### config.mk
export PLATFORM = sky130hd
export DESIGN_NAME = irq_sched
export DESIGN_NICKNAME = d
export VERILOG_FILES = /design/src/rtl/irq_sched.sv
export SDC_FILE = /design/constraint.sdc
export NUM_CORES = 1
export LEC_CHECK = 0
export CAP_MARGIN = 5
export CORE_ASPECT_RATIO = 2
export CORE_UTILIZATION = 57
export CTS_CLUSTER_DIAMETER = 50
export DETAILED_ROUTE_END_ITERATION = 12
export GPL_TIMING_DRIVEN = 0
export PLACE_DENSITY = 0.87
export SYNTH_ARGS = -nofsm -noshare
export SYNTH_HDL_FRONTEND = slang
export SYNTH_SLANG_ARGS = --single-unit
### constraint.sdc
create_clock -name i_eclk -period 2.6 [get_ports i_eclk]
set_input_delay 0.65 -clock i_eclk [delete_from_list [all_inputs] [get_ports i_eclk]]
set_output_delay 0.65 -clock i_eclk [all_outputs]
set_load 0.05 [all_outputs]
### src/rtl/irq_sched.sv
// irq_sched: MMU09 interrupt scheduler.
// Arbitrates UART, CH375, RTC and a periodic tick onto IRQ/FIRQ.
module irq_sched #(
    parameter int TICK_DIV = 40000
) (
    input  logic       i_eclk,
    input  logic       i_reset,
    input  logic       i_sel,
    input  logic       i_rw,
    input  logic [1:0] i_addr,
    input  logic [7:0] i_data,
    output logic [7:0] o_data,
    output logic       o_data_oe,
    input  logic       i_uartirq,
    input  logic       i_chirq,
    input  logic       i_rtcirq,
    output logic       irq_n,
    output logic       firq_n,
    output logic       o_tick
);

    localparam logic [19:0] DIV_M1 = 20'(TICK_DIV - 1);

    logic [2:0]  sync1;
    logic [3:0]  pend;
    logic [3:0]  mask;
    logic [3:0]  route;
    logic [3:0]  act;
    logic        tick_en;
    logic [19:0] cnt;
    logic        wrap;
    logic        wr;
    logic        wr_stat;
    logic        wr_mask;
    logic        wr_route;
    logic        wr_ctrl;
    logic        valid;
    logic [1:0]  id;
    logic [7:0]  rdata;
    logic        unused_ok;

    assign wr       = i_sel & ~i_rw;
    assign wr_stat  = wr & (i_addr == 2'd0);
    assign wr_mask  = wr & (i_addr == 2'd1);
    assign wr_route = wr & (i_addr == 2'd2);
    assign wr_ctrl  = wr & (i_addr == 2'd3);

    assign wrap  = tick_en & (cnt == DIV_M1);
    assign act   = pend & mask;
    assign valid = |act;

    assign unused_ok = ^i_data[5:4];

    // Lowest set bit of act wins
    always_comb begin
        id = 2'd0;
        casez (act)
            4'b???1: id = 2'd0;
            4'b??10: id = 2'd1;
            4'b?100: id = 2'd2;
            4'b1000: id = 2'd3;
            default: id = 2'd0;
        endcase
    end

    always_ff @(posedge i_eclk) begin
        if (!i_reset) begin
            sync1   <= 3'b000;
            pend    <= 4'b0000;
            mask    <= 4'b0000;
            route   <= 4'b0000;
            tick_en <= 1'b0;
            cnt     <= 20'd0;
            o_tick  <= 1'b0;
            irq_n   <= 1'b1;
            firq_n  <= 1'b1;
        end else begin
            sync1     <= ~{i_rtcirq, i_chirq, i_uartirq};
            pend[2:0] <= sync1;

            // A wrap beats a simultaneous software clear
            if (wrap) begin
                pend[3] <= 1'b1;
            end else if (wr_stat && i_data[3]) begin
                pend[3] <= 1'b0;
            end

            if (wr_mask) begin
                mask <= i_data[3:0];
            end
            if (wr_route) begin
                route <= i_data[3:0];
            end
            if (wr_ctrl) begin
                tick_en <= i_data[7];
            end

            if (!tick_en || wrap || (wr_ctrl && i_data[6])) begin
                cnt <= 20'd0;
            end else begin
                cnt <= cnt + 20'd1;
            end

            o_tick <= wrap;
            irq_n  <= ~|(act & ~route);
            firq_n <= ~|(act & route);
        end
    end

    always_comb begin
        rdata = 8'h00;
        case (i_addr)
            2'd0:    rdata = {4'b0000, pend};
            2'd1:    rdata = {4'b0000, mask};
            2'd2:    rdata = {4'b0000, route};
            default: rdata = {tick_en, 4'b0000, valid, id};
        endcase
    end

    assign o_data_oe = i_sel & i_rw & i_eclk;
    assign o_data    = o_data_oe ? rdata : 8'h00;

endmodule

Word-level counts from Yosys, hierarchy flattened
Index checks and enable logic that the tools add are counted.
{ "op_classes": {"eq_ne": 7, "n_bitwise": 15, "reduce_logical": 13, "n_mux": 5, "add_sub_neg": 1} }
{ "op_table": {"columns": ["operator", "count"], "rows": [
  ["case mux 8 bit (3 select lines)", 1],
  ["adder 20 x 1 -> 20 bit (second input constant)", 1],
  ["equality test 20 x 16 -> 1 bit (second input constant)", 1],
  ["AND 4 bit", 3],
  ["OR reduction 4 bit", 3],
  ["AND 1 bit", 8],
  ["2-to-1 mux 8 bit", 1],
  ["equality test 2 bit (second input constant)", 3],
  ["case mux 2 bit (3 select lines)", 1],
  ["equality test 4 bit (second input constant)", 1],
  ["inverter 4 bit", 1],
  ["equality test 3 bit (second input constant)", 1],
  ["logical NOT 1 bit", 3],
  ["inverter 3 bit", 1],
  ["equality test 2 x 1 -> 1 bit (second input constant)", 1],
  ["logical AND 1 bit", 2],
  ["logical NOT 2 bit", 1],
  ["logical OR 1 bit", 2],
  ["2-to-1 mux 1 bit", 2],
  ["inverter 1 bit", 2],
  ["nonzero test 2 bit", 1],
  ["OR reduction 2 bit", 1]
]} }
{ "totals": {"inputBits": 17, "reg_bits": 39, "elab_cells": 51, "output_inout_bits": 12} }

Longest topological paths before layout
Gate-level depths: netlist of the first run.
{ "logic_depth": {"depth_word": 6, "ltp_mapped": 6, "mapped_depth_nobuf": 5} }

==> results of run 1 <==
-- sequential cells by signal, summed over array words and instances, names as in the netlist --
name and flops:
mask 4, irq_n 1, o_tick 1, tick_en 1, pend 4, route 4
sync1 3, cnt 20, firq_n 1
-- where the power goes --
part	switching, uW	leakage (uW)	internal [uW]	total, uW
Sequential	6.12	0.000316	604	611
Combinational	39.9	0.000317	32.8	72.7
Clock	290	0.000141	311	601
-- cell usage after synthesis (all sizes together), types with 6 or more instances --
cell	instances
nor4	8
and2	7
inv	8
o21ai	8
nor2	27
nor3	7
nand3	11
nand4	9
buf	6
nor2b	8
xnor2	13
nand2	17
dfxtp	39
-- per-layer routing --
metal	share of wire [%]	GRT usage (%)	up-vias	wire length [um]
li1	-	-	795	-
met1	33	21.7	746	1400
met2	56	46.9	58	2370
met3	4.3	7.61	23	181
met4	6.6	26.4	0	281
met5	0	0	-	0
-- area by class of cell --
type                    count  area (um^2)  area share [%]
multi-input cells         157         1070            46.0
flip-flops and latches     39          781            33.5
clock buffers              16          199            8.53
repair buffers             14          140            6.01
plain buffers               9         55.1            2.36
well taps                  31         38.8            1.66
inverters                   8         30.0            1.29
clock inverters             3         15.0           0.644
-- cell usage in the layout (no fill, tap or decap), drive strengths merged, types with 5 or more instances in the layout --
cell type / count
dfxtp: 39
nor2: 27
nand2: 17
buf: 15
clkdlybuf4s50: 14
xnor2: 13
nand3: 11
clkbuf: 10
nand4: 9
inv: 8
nor2b: 8
o21ai: 8
nor4: 8
and2: 7
nor3: 7
mux2i: 5
a21boi: 5
a21oi: 5
-- final timing paths --
check        cells past startpoint   endpoint  slack, ns
max                              5  o_data[7]      -0.07
max reg2reg                      6     cnt[8]       0.91
min reg2reg                      1    pend[1]       0.44
min                              1    pend[1]       0.44
-- through the flow --
step           worst slack (ns)  instance area (um^2)  std cells  power (uW)
6_report                -0.0693                  2330        277        1280
5_1_grt                 -0.0803                  2330        277        1330
4_1_cts                  -0.106                  2300        277        1280
3_5_place_dp             -0.498                  2140        265         765
3_3_place_gp             -0.493                  2140        265         763
2_1_floorplan           0.00173                  1910        214         720
-- cells by family (layout without fill, tap and decap cells) --
logic type / Yosys count / after routing / synth area share [%]
simple gates: 100 / 100 / 30.0
flops: 39 / 39 / 41.6
compound gates: 30 / 30 / 11.4
buf+inv: 18 / 50 / 4.73
xor+xnor: 15 / 15 / 7.00
mux: 8 / 8 / 4.46
fa+ha+maj: 1 / 1 / 0.666
other cells: 1 / 3 / 0.200
-- worst max-delay path, stage by stage --
cell and delay (ns):
buf_8 0.09, and3_4 0.19, buf_8 0.12, and3_4 0.17, buf_8 0.14
-- what timing repair did --
action                                 CTS  global route
endpoints found under the hold margin    0             0
setup endpoints to repair               19             7
pin swaps                                1             0
hold buffers                             0             0
resized for setup                       45             5
==> flow_summary.toml, run 1 <==
[placement]
io_buffers = 20
post-dp-hpwl_um = 3070
finalWeightedCongestion = 0.865

[route]
viasPerCell = 5.86
antenna_left = 0
drtPass1Iterations = 4
drtIter0Drc = 30
wl_per_cell_um = 15.3
wirelength_um = 4230
route.detailed.drc = 0
vias = 1622

[logic_synthesis]
avgSynthCellArea_um2 = 8.86
synth_edf_count = 0
ys_types = 39
yosysWarnings = 0
synth-seq-cells = 39
synthTopCellsByArea = "dfxtp_1 (42%), xnor2_1 (6.1%), nor2_1 (5.4%), nand2_1 (3.4%), mux2i_1 (2.7%)"
synth_area_um2 = 1880
synthArstFlopShare_pct = 0
yosysSeqAreaShare_pct = 41.6
yosysTopAreaCell = "dfxtp_1"
synth_ff_type = "dfxtp_1"
yosysTopAreaCellShare_pct = 41.6
syn_inst = 212

[sta]
finalSetupTns_ns = -0.206
setup_ws_ns = -0.0693
finClkSkew_ns = 0.00276
worst_pin_slew_ns = 0.522
hold_viol_final = 0
rsz0062_at_grt = "yes"
hold_ws_ns = 0.437
drv_slew = 0
relSlewSlack_pct = 65.2
setup_viol = 5

[final_layout]
antenna_cells = 0
fin_nets = 262
n_fill_cell = 242
drive_gt1_share_pct = 20.3
syn2layout_area_growth_pct = 24.1
finalCoreUtilization_pct = 73.8

[die]
die_y_um = 83.2
dieWidth_um = 42.6
die-area_um2 = 3540
start_util_pct = 59.5
num_rows = 29
core-area_um2 = 3160
pin_count = 29

[power_and_ir_drop]
leakage_uw = 0.000773
ir_worst_vdd_mv = 0.631
power_density_nw_per_um2 = 551

[grt]
grt_antenna_before_repair = 0
grt_max_degree = 13
grt_pass1_vias = 1637
grt_overflow = 0
grt_usage_pct = 26.9
grt_pass1_wl_um = 6980

[worst_setup_path]
worstPathRequired_ns = 1.95
crit_start = "i_eclk"
path_max_fanout = 3
criticalPathCategory = "clk -> out"
end_kind = "output port"
rr_startpoint = "cnt[0]"
start_kind = "clock port"
crit_arrival_ns = 2.02

[hold_path]
hp-class = "reg -> reg"
worstHoldStart = "sync1[1]"

[status]
outcome = "finished with violations"
violations = "negative setup slack"

[run]
max-cap-violations = 0

[clocking]
post-cts-setup-buffers = 0
cts_tree = "built"
path_clk_slew_ns = 0.07
clock_latency_ns = 0.40
Power figures use the tool's default switching activity.
==> run 2: changes to the inputs <==
CORE_UTILIZATION = 60   (was 57)
DONT_BUFFER_PORTS = 1   (was unset)
PLACE_DENSITY = unset   (was 0.87)
PLACE_DENSITY_LB_ADDON = 0.25   (was unset)
==> flow_summary.toml, run 2 (synthesized netlist as in run 1, its figures left out) <==
[worst_setup_path]
start_kind = "clock port"
worstPathCellList = "buf_8 -> and3_4 -> clkbuf_16 -> buf_8 -> buf_8 -> and3_4"
path_max_fanout = 3
critPathMaxStageDelay_ns = 0.22
worstPathRequired_ns = 1.95
end_kind = "output port"
crit_arrival_ns = 2.20
slowest_stage = "and3_4"
critPathMostFrequentCell = "buf_8"
criticalPathCategory = "clk -> out"

[power_and_ir_drop]
combPwrFrac_pct = 4.3
fin_total_pwr_uw = 1330
intPower_uw = 980
power_density_nw_per_um2 = 603
pwr-share-seq_pct = 46.0
p_sw_uw = 349
ir_worst_vdd_mv = 0.632
clkPwrFrac_pct = 49.7
power.share.switching_pct = 26.3
leakage_uw = 0.000705

[clocking]
path_clk_slew_ns = 0.07
clock_latency_ns = 0.40
cts_tree = "built"

[placement]
post-dp-hpwl_um = 3140
placed_cells = 244
placed_area_um2 = 1940
io_buffers = 0
post-place-ws_ns = 0.00174
finalWeightedCongestion = 0.880

[die]
num_rows = 28
core-area_um2 = 2980
dieWidth_um = 41.6
die-area_um2 = 3370
die_y_um = 81.1
pin_count = 29
start_util_pct = 63.1

[final_layout]
antenna_cells = 0
drive_gt1_share_pct = 20.7
largest_reg_flops = 20
fin_area_um2 = 2200
regMostFlops = "cnt"
n_fill_cell = 214
finalCoreUtilization_pct = 73.9
fin_nets = 244
mostFrequentLayoutCell = "dfxtp_1"
final-instance-count-excl-fill = 257
syn2layout_area_growth_pct = 17.3
most-common-layout-cells = "dfxtp_1 (39), nor2_1 (25), nand2_1 (17)"

[status]
violations = "negative setup slack"
outcome = "finished with violations"

[route]
drtPass1Iterations = 4
route.detailed.drc = 0
antenna_left = 0
viasPerCell = 6.47
wl_per_cell_um = 18.4
drtIter0Drc = 88
wirelength_um = 4730
vias = 1664

[sta]
drv_slew = 0
hold_viol_final = 0
setup_viol = 5
finClkSkew_ns = 0.00623
setup_ws_ns = -0.251
rsz0062_at_grt = "yes"

[grt]
grt_overflow = 0
grt_usage_pct = 30.5
grt_pass1_vias = 1680
grt_pass1_wl_um = 7200
grt_max_degree = 12
grt_antenna_before_repair = 0

[run]
max-cap-violations = 0

[hold_path]
hp-class = "in -> reg"
run 2: worst max-delay path, delay by kind of cell:
family | cells | cell delay, ns
and+or+nand+nor | 2 | 0.39
buffers and inverters | 4 | 0.51
run 2: final timing paths:
| path | start | end | slack (ns) | cells past startpoint |
|---|---|---|---|---|
| max | i_eclk | o_data[7] | -0.25 | 6 |
| max reg2reg | cnt[0] | cnt[7] | 0.86 | 6 |
| min reg2reg | sync1[2] | pend[2] | 0.43 | 1 |
| min | i_rtcirq | sync1[2] | 0.31 | 1 |
run 2: per-stage QoR:
step | hold WS, ns | TNS [ns]
2_1_floorplan | 0.412 | 0
3_3_place_gp | 0.416 | 0
3_5_place_dp | 0.419 | 0
4_1_cts | 0.308 | -1.32
5_1_grt | 0.301 | -1.31
6_report | 0.314 | -1.17
run 2: timing repair:
| item | 4_1_cts | 5_1_grt |
|---|---|---|
| gates resized for setup | 9 | 9 |
| endpoints found under the setup margin | 8 | 5 |
| pin swaps | 3 | 3 |
| buffers inserted | 0 | 0 |
| hold buffers | 0 | 0 |
run 2: final cells by class:
cell class | instances | area [um^2] | share of cell area, %
well taps | 30 | 37.5 | 1.70
flip-flops and latches | 39 | 781 | 35.5
clock inverters | 1 | 5.00 | 0.227
multi-input cells | 157 | 1110 | 50.3
inverters | 8 | 30.0 | 1.36
clock buffers | 12 | 160 | 7.27
plain buffers | 10 | 81.3 | 3.69
run 2: metal layers:
metal	part of all wire, %	GRT usage, %	wire length, um
met5	0	0	0
met4	5.9	30.6	278
met3	5.8	15.6	272
met2	58	53.3	2740
met1	30	22.1	1430
run 2: power by group through the flow:
stage	clock network, uW	registers, uW	logic, uW
floorplan	54.9	622	43.1
global placement	54.9	624	48.7
detailed placement	54.9	624	49.9
CTS	629	611	52.8
global route	696	612	60.5
finish	660	611	57.2
